`config.mk`:
```
export PLATFORM = sky130hd
export DESIGN_NAME = switch_allocator_4port
export DESIGN_NICKNAME = d
export VERILOG_FILES = /design/src/rtl/switch_allocator_4port_pkg.sv /design/src/rtl/switch_allocator_4port_port.sv /design/src/rtl/switch_allocator_4port.sv
export SDC_FILE = /design/constraint.sdc
export NUM_CORES = 1
export LEC_CHECK = 0
export ABC_AREA = 1
export CORE_MARGIN = 4
export CORE_UTILIZATION = 45
export DETAILED_ROUTE_END_ITERATION = 6
export SLEW_MARGIN = 5
export SYNTH_ARGS = -nofsm -noshare
export SYNTH_HDL_FRONTEND = slang
export SYNTH_HIERARCHICAL = 1
export SYNTH_SLANG_ARGS = --single-unit
export TNS_END_PERCENT = 30
```
`constraint.sdc`:
```
create_clock -name clk -period 5.6 [get_ports clk]
set_input_delay 1.12 -clock clk [delete_from_list [all_inputs] [get_ports clk]]
set_output_delay 1.12 -clock clk [all_outputs]
set_load 0.05 [all_outputs]
```
`src/rtl/switch_allocator_4port_pkg.sv`:
```
// Shared codes for the 4-port wormhole switch allocator:
// crossbar selects, route codes and per-output lock states.
package switch_allocator_4port_pkg;

    localparam int NPORT = 4;

    localparam logic [2:0] SW_NONE  = 3'b000;
    localparam logic [2:0] SW_X1    = 3'b001;
    localparam logic [2:0] SW_X2    = 3'b010;
    localparam logic [2:0] SW_Y1    = 3'b011;
    localparam logic [2:0] SW_LOCAL = 3'b100;

    localparam logic [1:0] RT_X1    = 2'd0;
    localparam logic [1:0] RT_X2    = 2'd1;
    localparam logic [1:0] RT_Y     = 2'd2;
    localparam logic [1:0] RT_LOCAL = 2'd3;

    typedef enum logic {
        ST_IDLE   = 1'b0,
        ST_LOCKED = 1'b1
    } state_e;

    // Select code of input idx is idx+1 (X1=001 .. LOCAL=100).
    function automatic logic [2:0] sw_code(input logic [1:0] idx);
        return {1'b0, idx} + 3'd1;
    endfunction

endpackage

```
`src/rtl/switch_allocator_4port_port.sv`:
```
// One output of the switch allocator: round-robin grant,
// lock to the winner until its tail flit transfers.
module sw_alloc_port
    import switch_allocator_4port_pkg::*;
(
    input  logic       clk_i,
    input  logic       rst_i,
    input  logic [3:0] req_i,
    input  logic [3:0] valid_i,
    input  logic [3:0] tail_i,
    input  logic       full_i,
    output logic [2:0] sw_o,
    output logic       locked_o,
    output logic [1:0] owner_o
);

    state_e     state_q, state_d;
    logic [1:0] owner_q, owner_d;
    logic [1:0] ptr_q, ptr_d;
    logic [2:0] sw_q, sw_d;
    logic       found;
    logic       xfer;
    logic [1:0] cand;

    always_ff @(posedge clk_i) begin
        if (rst_i) begin
            state_q <= ST_IDLE;
            owner_q <= 2'd0;
            ptr_q   <= 2'd0;
            sw_q    <= SW_NONE;
        end else begin
            state_q <= state_d;
            owner_q <= owner_d;
            ptr_q   <= ptr_d;
            sw_q    <= sw_d;
        end
    end

    always_comb begin
        state_d = state_q;
        owner_d = owner_q;
        ptr_d   = ptr_q;
        sw_d    = sw_q;
        found   = 1'b0;
        xfer    = 1'b0;
        cand    = ptr_q;
        unique case (state_q)
            ST_IDLE: begin
                sw_d = SW_NONE;
                for (int k = 0; k < NPORT; k++) begin
                    cand = ptr_q + 2'(k);
                    if (!found && req_i[cand]) begin
                        found   = 1'b1;
                        state_d = ST_LOCKED;
                        owner_d = cand;
                        ptr_d   = cand + 2'd1;
                        sw_d    = sw_code(cand);
                    end
                end
            end
            ST_LOCKED: begin
                // Same advance condition the flow-control stage uses.
                xfer = valid_i[owner_q] && !full_i;
                sw_d = sw_code(owner_q);
                if (xfer && tail_i[owner_q]) begin
                    state_d = ST_IDLE;
                    sw_d    = SW_NONE;
                end
            end
            default: begin
                state_d = ST_IDLE;
                sw_d    = SW_NONE;
            end
        endcase
    end

    assign sw_o     = sw_q;
    assign locked_o = (state_q == ST_LOCKED);
    assign owner_o  = owner_q;

endmodule

```
`src/rtl/switch_allocator_4port.sv`:
```
// Wormhole switch allocator for the X1/X2/Y/LOCAL router:
// four independent output arbiters sharing an input-busy mask.
module switch_allocator_4port
    import switch_allocator_4port_pkg::*;
(
    input  logic       clk,
    input  logic       rst,
    input  logic       valid_x1,
    input  logic       valid_x2,
    input  logic       valid_y,
    input  logic       valid_local,
    input  logic [1:0] route_x1,
    input  logic [1:0] route_x2,
    input  logic [1:0] route_y,
    input  logic [1:0] route_local,
    input  logic       tail_x1,
    input  logic       tail_x2,
    input  logic       tail_y,
    input  logic       tail_local,
    input  logic       full_x1,
    input  logic       full_x2,
    input  logic       full_y,
    input  logic       full_local,
    output logic [2:0] out_x1_sw,
    output logic [2:0] out_x2_sw,
    output logic [2:0] out_y_sw,
    output logic [2:0] out_local_sw
);

    logic [3:0] valid;
    logic [3:0] tail;
    logic [3:0] full;
    logic [1:0] route [NPORT];
    logic [3:0] busy;
    logic [3:0] req   [NPORT];
    logic [3:0] lock;
    logic [1:0] owner [NPORT];
    logic [2:0] sw    [NPORT];

    assign valid = {valid_local, valid_y, valid_x2, valid_x1};
    assign tail  = {tail_local, tail_y, tail_x2, tail_x1};
    assign full  = {full_local, full_y, full_x2, full_x1};
    assign route[0] = route_x1;
    assign route[1] = route_x2;
    assign route[2] = route_y;
    assign route[3] = route_local;

    // An input mid-packet on one output may not be granted by another.
    always_comb begin
        busy = '0;
        for (int o = 0; o < NPORT; o++) begin
            for (int i = 0; i < NPORT; i++) begin
                if (lock[o] && owner[o] == 2'(i)) busy[i] = 1'b1;
            end
        end
    end

    always_comb begin
        for (int o = 0; o < NPORT; o++) begin
            req[o] = '0;
            for (int i = 0; i < NPORT; i++) begin
                req[o][i] = valid[i] && (route[i] == 2'(o)) && !busy[i];
            end
        end
    end

    for (genvar o = 0; o < NPORT; o++) begin : g_port
        sw_alloc_port u_port (
            .clk_i    (clk),
            .rst_i    (rst),
            .req_i    (req[o]),
            .valid_i  (valid),
            .tail_i   (tail),
            .full_i   (full[o]),
            .sw_o     (sw[o]),
            .locked_o (lock[o]),
            .owner_o  (owner[o])
        );
    end

    assign out_x1_sw    = sw[0];
    assign out_x2_sw    = sw[1];
    assign out_y_sw     = sw[2];
    assign out_local_sw = sw[3];

endmodule

```
After elaboration in Yosys (flattened, before gate mapping)
Index checks and enable logic that the tools add are counted.
{"block": "op_classes", "addsub": 44, "n_bitwise": 4, "eq_ne": 24, "muxes": 164, "n_reduce_logical": 104, "n_lt_le_gt_ge": 20}
{"operator": "2-to-1 mux 1 bit", "n": 80}
{"operator": "logical AND 1 bit", "n": 68}
{"operator": "2-to-1 mux 2 bit", "n": 32}
{"operator": "adder 2 x 1 -> 3 bit (second input constant)", "n": 20}
{"operator": "< comparator 2 x 3 -> 1 bit (second input constant)", "n": 20}
{"operator": "2-to-1 mux 3 bit", "n": 20}
{"operator": "binary-select mux 1 bit (select 2 bit)", "n": 24}
{"operator": "adder 2 x 1 -> 2 bit (second input constant)", "n": 16}
{"operator": "== test 2 bit (second input constant)", "n": 16}
{"operator": "one-hot mux 3 bit (2 select lines)", "n": 4}
{"operator": "zero test 1 bit", "n": 20}
{"operator": "adder 2 bit (second input constant)", "n": 8}
{"operator": "== test 2 x 1 -> 1 bit (second input constant)", "n": 8}
{"operator": "zero test 2 bit", "n": 8}
{"operator": "nonzero test 4 bit", "n": 4}
{"operator": "one-hot mux 1 bit (2 select lines)", "n": 4}
{"operator": "AND reduction 2 bit", "n": 4}
{"operator": "NOT 1 bit", "n": 4}
{"block": "totals", "ff_bits": 32, "output_inout_bits": 12, "inputBits": 22, "elab_cells": 376}

Depth between registers and ports, before layout
Gate-level depths: netlist of the first run.
{"block": "logic_depth", "depth_word": 24, "depth_mapped": 16, "mapped_depth_nobuf": 16}

Modules after synthesis
The synthesis of the first run kept the hierarchy.
{"module": "sw_alloc_port", "area_per_inst_um2": 832.0, "cells_per_inst": 133, "seq_area_each_um2": 160.2, "instances": 4}
{"module": "switch_allocator_4port", "area_per_inst_um2": 346.6, "cells_per_inst": 78, "seq_area_each_um2": 0.0, "instances": 1}

Worst setup path before layout of the first run
OpenSTA, ideal clock, no wires.
{"block": "synth_timing", "path_type": "input-to-reg", "from": "input route_x1[1]", "to": "register g_port[0].u_port.ptr_q[0]", "required_ns": 5.486, "path_stages": 12, "path_buffers": 0, "setup_time_ns": 0.114, "arrival_time_ns": 2.443, "path_slack_ns": 3.043, "path_cell_list": "inv_1 nand3_1 nor3_1 inv_1 nand2_1 nand3_1 nand2_1 nand2_1 ha_1 or2_0 a21oi_1 nor2_1"}
{"element": "start: declaration", "line_no": "switch_allocator_4port.sv:12", "source": "input logic [1:0] route_x1,"}
{"element": "end signal: assignment", "line_no": "switch_allocator_4port_port.sv:34", "source": "ptr_q <= ptr_d;"}
{"element": "end: declaration", "line_no": "switch_allocator_4port_port.sv:19", "source": "logic [1:0] ptr_q, ptr_d;"}

==> reports/qor.tcl, run 1 <==
set qor(die_h_um) 98.37
set qor(postSynthAreaPerCell_um2) 6.024
set qor(ant_nets) 0
set qor(period_needed_ps) 3228
set qor(antenna_violations_before_repair) 0
set qor(tightest_slew_ps) 575.2
set qor(synthMuxAreaShare_pct) 0
set qor(cts_buffers) 5
set qor(cts_tree) {yes}
set qor(clk_transition_reported_paths_ps) 70
set qor(timing.critical_path.to_type) {register}
set qor(timing.clock.skew_ps) 10.50
set qor(critical_path_buf_inv_count) 2
set qor(setup_viol_count_final) 0
set qor(dpl_cell_area_um2) 4075
set qor(cp_common_cell) {nand2_1}
set qor(placeableCoreArea_um2) 7848
set qor(cts-htree-levels) 2
set qor(grt_pass1_vias) 3473
set qor(synth_cell_types) 21
set qor(cts_resized) 0
set qor(antennaDiodeCount) 0
set qor(final_max_slew_viol_count) 0
set qor(ys_seq_elements) 32
set qor(post_synth_xor_area_fraction_pct) 0.9534
set qor(drc) 0
set qor(cts_root_buf) {clkbuf_8}
set qor(finalHoldViolCount) 0
set qor(min_period_over_period_pct) 57.65
set qor(pin_count) 34
set qor(fin_area_um2) 4165
set qor(initial_core_util_pct) 46.83
set qor(synth_compound_gate_area_share_pct) 6.265
set qor(wl_um) 9333
set qor(cts_hold_buffers) 0
set qor(routabilityCongestion) 0.8384
set qor(multi_input_comb_area_um2) 2669
set qor(clkLatencyLatePin_ps) 290
set qor(share_of_synthesized_area_occupied_by_flip_flops_and_latches_pct) 17.43
set qor(min-delay-path-class) {register to register}
set qor(area_growth_pct) 13.35
set qor(startpoint_type) {primary input}
set qor(critPathArrivalTime_ps) 3420
set qor(post-place-ws_ps) 2058
set qor(fin_tns_setup_ps) 0
set qor(mappedNetlistNets) 656
set qor(synth_top_family_by_area) {simple AND/OR/NAND/NOR gates}
set qor(fp.dieW_um) 98.37
set qor(grt_setup_unrepaired) {no}
set qor(yosys_warnings) 6
set qor(max-cap-violations) 0
set qor(port_buffers) 33
set qor(route.vias.total) 3764
set qor(detail_route.first_pass.iterations) 5
set qor(clock.fmax_mhz) 309.8
set qor(filler_cell_count) 821
set qor(track_usage_pct) 19.42
set qor(synth_area_um2) 3675
set qor(yosysTopAreaCell) {nand2_1}
set qor(synthCells) 610
set qor(path_cells) {clkdlybuf4s50_1 -> nand3_1 -> nor3_1 -> inv_1 -> nand2_1 -> nand3_1 -> nand2_1 -> nand2_1 -> ha_1 -> or2_0 -> a21oi_1 -> nor2_1}
set qor(num-nets-final) 689
set qor(placement_rows) 32
set qor(hpwlAfterDp_um) 7409
set qor(globalRoute.totalOverflow) 0
set qor(dieArea_um2) 9676
set qor(status) {complete, no violations}
set qor(post_route_cells_drive_above_1_share_pct) 13.20
set qor(timing.max_slew.rel_slack_pct) 61.60
set qor(cts_setup_buffers) 0
set qor(grt_max_degree) 21
set qor(critical-path-top-delay-family) {simple AND/OR/NAND/NOR gates}
set qor(yosys-top-cells-area) {nand2_1 (20%), dfxtp_1 (17%), nand3_1 (13%)}
set qor(storage_cell_area_um2) 640.6
set qor(critical_path_required_ps) 5790
set qor(detail_route.wl_per_cell_um) 12.51
set qor(vias_per_cell) 5.046
set qor(critPathMaxFanout) 8
set qor(synth_top_area_share_pct) 20.02
set qor(synth_adder_area_share_pct) 8.172
set qor(drt_first_iter_violations) 194
set qor(clockBufferDepth) 2
set qor(setup.worst_path.class) {primary input to register}
set qor(final.setup.worst_slack_ps) 2372
set qor(yosys.area_share.simple_pct) 57.24
set qor(grt_pass1_wl_um) 15840
set qor(max_stage_delay_ps) 640
set qor(clock_sink_count) 32
set qor(crit_path_top_delay_cell) {clkdlybuf4s50_1}
## cell usage in the layout (no fill, tap or decap), types with 8 or more instances in the layout
master	n
nand3_2	17
nand3b_1	8
inv_2	8
nor2_1	53
a21oi_2	8
ha_1	24
o211ai_1	8
inv_1	72
clkdlybuf4s50_1	33
nand2_1	196
nand2_4	12
a21oi_1	20
nand2_2	29
nand3_1	98
dfxtp_1	32
## worst register-to-register path, cell delays in order (launching register included)
cell     delay (ps)
dfxtp_1         670
inv_2           240
ha_1            480
inv_1           150
nand3_1          90
nand2_1         140
nand2_1         140
ha_1            200
or2_0           220
a21oi_1         120
nor2_1           50
## per-layer routing
| metal | global-route usage, % | vias to the layer above | part of all wire [%] |
|---|---|---|---|
| met3 | 3.143 | 7 | 4.4 |
| met2 | 32.50 | 88 | 46 |
| met1 | 25.72 | 1660 | 48 |
| li1 | - | 2009 | - |
| met5 | 0 | - | 0 |
| met4 | 5.567 | 0 | 0.93 |
## stage by stage
stage	std cells	hold WS, ps	util, %
final	746	618.2	53.08
after global routing	746	654.3	53.08
after CTS	746	624.5	53.08
after detailed placement	738	612.4	51.93
after global placement	738	604.9	51.93
after floorplan	610	540.5	-
## cells by family (layout without fill, tap and decap cells)
family,after synthesis,after routing
compound gates,36,36
buf+inv,88,122
flops,32,32
fa+ha+maj,24,24
xor+xnor,4,4
simple gates,426,426
## cells in the mapped netlist
cell and count:
a21oi_1 20, a21oi_2 8, buf_2 4, buf_6 4, dfxtp_1 32, ha_1 24, inv_1 72, inv_2 8
nand2_1 196, nand2_2 29, nand2_4 12, nand3_1 98, nand3_2 17, nand3b_1 8, nand4_1 1, nor2_1 53
nor2_8 4, nor3_1 4, o211ai_1 8, or2_0 4, xnor2_1 4
## path summary, 6_finish.rpt
check	to	from	slack, ps	cells past startpoint
setup / recovery	g_port[3].u_port/ptr_q[0]$_SDFFE_PP0P_	valid_x1	2370	12
setup reg to reg	g_port[3].u_port/ptr_q[0]$_SDFFE_PP0P_	g_port[3].u_port/ptr_q[0]$_SDFFE_PP0P_	3010	10
hold reg to reg	g_port[0].u_port/ptr_q[1]$_SDFFE_PP0P_	g_port[0].u_port/ptr_q[1]$_SDFFE_PP0P_	620	2
hold / removal	g_port[0].u_port/ptr_q[1]$_SDFFE_PP0P_	g_port[0].u_port/ptr_q[1]$_SDFFE_PP0P_	620	2
## cell type report
type / instances / share of cell area [%]
clock buffer: 8 / 2.163
inverter: 80 / 7.209
sequential: 32 / 15.38
timing repair buffer: 34 / 8.111
multi-input combinational: 490 / 64.07
tap: 102 / 3.064
## registers in the layout, summed over array words and instances, names as in the netlist
register and count:
g_port.u_port/owner_o 8, g_port.u_port/sw_o 12, g_port.u_port/locked_o 4, g_port.u_port/ptr_q 8
Power of run 1 is left out: the tool's default activity adds up to more than one toggle a clock period on the data nets, which glitch-free logic cannot reach.
==> run 2: changes to the inputs <==
--- a/config.mk
+++ b/config.mk
@@ -9,6 +9,7 @@
 export CORE_MARGIN = 4
 export CORE_UTILIZATION = 45
 export DETAILED_ROUTE_END_ITERATION = 6
+export PLACE_DENSITY = 0.67
 export SLEW_MARGIN = 5
 export SYNTH_ARGS = -nofsm -noshare
 export SYNTH_HDL_FRONTEND = slang
==> constraint.sdc (replaced) <==
create_clock -name clk -period 2.84 [get_ports clk]
set_input_delay 0.568 -clock clk [delete_from_list [all_inputs] [get_ports clk]]
set_output_delay 0.568 -clock clk [all_outputs]
set_load 0.05 [all_outputs]
==> reports/qor.tcl, run 2 (same netlist as run 1, synthesis figures left out) <==
set qor(post_route_cells_drive_above_1_share_pct) 15.48 ;# +2.3 points
set qor(critical-path-top-delay-family) {simple AND/OR/NAND/NOR gates}
set qor(finalHoldViolCount) 0 ;# unchanged
set qor(cts_root_buf) {clkbuf_8}
set qor(cp_common_cell) {nand2_1}
set qor(routabilityCongestion) 0.9117 ;# +8.7%
set qor(startpoint_type) {primary input}
set qor(pin_count) 34 ;# unchanged
set qor(drt_first_iter_violations) 209 ;# +7.7%
set qor(initial_core_util_pct) 46.83 ;# unchanged
set qor(met3_usage_pct) 3.071 ;# -0.071 points
set qor(critical_path.startpoint) {valid_x2}
set qor(fin_hold_ws_ps) 629.4 ;# +11.25 ps
set qor(timing.clock.skew_ps) 4.006 ;# -6.494 ps
set qor(path_cells) {clkdlybuf4s50_1 -> nand3_1 -> nor2_1 -> inv_1 -> nand2_1 -> nand3_1 -> nand2_1 -> nand2_1 -> ha_1 -> or2_0 -> a21oi_1 -> nor2_1}
set qor(period_needed_ps) 2486
set qor(setup.worst_path.class) {primary input to register}
set qor(timing.max_slew.rel_slack_pct) 51.93 ;# -9.7 points
set qor(clkLatencyLatePin_ps) 280 ;# about the same
set qor(min-delay-path-class) {register to register}
set qor(cts-htree-levels) 2 ;# unchanged
set qor(hpwlAfterDp_um) 7327 ;# -1.1%
set qor(detail_route.wl_per_cell_um) 12.15 ;# -2.9%
set qor(worstHoldStart) {g_port[1].u_port/locked_o$_SDFF_PP0_}
set qor(timing.critical_path.to_type) {register}
set qor(detail_route.first_pass.iterations) 5 ;# unchanged
set qor(dieArea_um2) 9676 ;# unchanged
set qor(drc) 0 ;# unchanged
set qor(critical_path_required_ps) 3020 ;# -2770 ps
set qor(grtUsageMet1_pct) 27.24 ;# +1.5 points
set qor(antennaDiodeCount) 0 ;# unchanged
set qor(fp.dieW_um) 98.37 ;# unchanged
set qor(clk_transition_reported_paths_ps) 60 ;# about the same
set qor(area_growth_pct) 16.45
set qor(grt_max_degree) 15 ;# -29%
set qor(vias_per_cell) 5.101 ;# +1.1%
set qor(commonest_non_fill_non_tap_cell_in_the_layout) {nand2_1}
set qor(cts_resized) 0 ;# unchanged
set qor(cts_hold_buffers) 0 ;# unchanged
set qor(tightest_slew_ps) 718.8 ;# +143.7 ps
set qor(die_h_um) 98.37 ;# unchanged
set qor(setup_viol_count_final) 0 ;# unchanged
set qor(clock.fmax_mhz) 402.2
set qor(placement_rows) 32 ;# unchanged
set qor(min_period_over_period_pct) 87.54
set qor(crit_path_top_delay_cell) {clkdlybuf4s50_1}
set qor(critPathArrivalTime_ps) 2660 ;# -760 ps
set qor(filler_cell_count) 846 ;# +3.0%
set qor(num-nets-final) 707 ;# +2.6%
set qor(critPathMaxFanout) 5 ;# -3
set qor(final_max_slew_viol_count) 0 ;# unchanged
set qor(max-cap-violations) 0 ;# unchanged
set qor(clockBufferDepth) 2 ;# unchanged
set qor(cts_buffers) 5 ;# unchanged
set qor(final.setup.worst_slack_ps) 353.8 ;# -2018 ps
set qor(status) {complete, no violations}
set qor(post-place-ws_ps) 88.69 ;# -1970 ps
set qor(global_route.peak_usage_layer) {met2}
set qor(globalRoute.totalOverflow) 0 ;# unchanged
set qor(crit-reg2reg-launch) {g_port[0].u_port/owner_o[0]$_SDFFE_PP0P_}
set qor(placeableCoreArea_um2) 7848 ;# unchanged
set qor(port_buffers) 33 ;# unchanged
set qor(antenna_violations_before_repair) 0 ;# unchanged
set qor(cts_tree) {yes}
set qor(wl_um) 9246 ;# -0.93%
set qor(grt_use_met2_pct) 30.27 ;# -2.2 points
set qor(route.vias.total) 3882 ;# +3.1%
set qor(fin_tns_setup_ps) 0 ;# unchanged
set qor(cts_setup_buffers) 0 ;# unchanged
set qor(final_cell_mix) {nand2_1 (196), nand3_1 (98), inv_1 (72)}
set qor(max_stage_delay_ps) 610 ;# -30 ps
set qor(track_usage_pct) 19.13 ;# -0.29 points
set qor(ant_nets) 0 ;# unchanged
set qor(largest_register_ff_count) 12 ;# unchanged
set qor(grt_pass1_wl_um) 15780 ;# -0.39%
set qor(grt_setup_unrepaired) {no}
set qor(clock_sink_count) 32 ;# unchanged
set qor(grt_pass1_vias) 3542 ;# +2.0%
set qor(critical_path_buf_inv_count) 2 ;# unchanged
==> run 2: cell count changes in the layout (fill, tap and decap cells not counted), sizes merged <==
| cell | before | now |
|---|---|---|
| buf | 1 | 19 |
| clkbuf | 8 | 5 |
==> run 2: worst min-delay path, stage by stage (launching register included) <==
cell	delay (ps)
dfxtp_1	360
nand2_1	100
nand2_1	50
nand2_1	50
inv_1	30
==> run 2: cell type report <==
| cell class | instances | area [µm²] | share of cell area [%] |
|---|---|---|---|
| multi-input cells | 490 | 2669 | 62.37 |
| flip-flops and latches | 32 | 640.6 | 14.97 |
| repair buffers | 52 | 473.0 | 11.05 |
| inverters | 80 | 300.3 | 7.018 |
| well taps | 102 | 127.6 | 2.982 |
| clock buffers | 5 | 68.82 | 1.608 |
==> run 2: routing by layer <==
layer	wire length, µm	up-vias
li1	-	2035
met1	4537	1746
met2	4115	90
met3	482	11
met4	110	0
met5	0	-
==> run 2: final timing paths <==
| path | endpoint | slack [ps] | depth (start not counted) |
|---|---|---|---|
| worst min register to register | g_port[1].u_port/locked_o$_SDFF_PP0_ | 630 | 4 |
| worst max-delay path | g_port[0].u_port/ptr_q[0]$_SDFFE_PP0P_ | 350 | 12 |
| worst max register to register | g_port[0].u_port/ptr_q[0]$_SDFFE_PP0P_ | 520 | 15 |
| worst min-delay path | g_port[1].u_port/locked_o$_SDFF_PP0_ | 630 | 4 |
==> run 2: stage by stage <==
| stage | utilization, % | cell area (µm²) | std cells |
|---|---|---|---|
| after floorplan | - | 3675 | 610 |
| after global placement | 53.65 | 4210 | 756 |
| after detailed placement | 53.65 | 4210 | 756 |
| after CTS | 54.53 | 4279 | 761 |
| after global routing | 54.53 | 4279 | 761 |
| final | 54.53 | 4279 | 761 |
Power of run 2 is left out for the same reason.
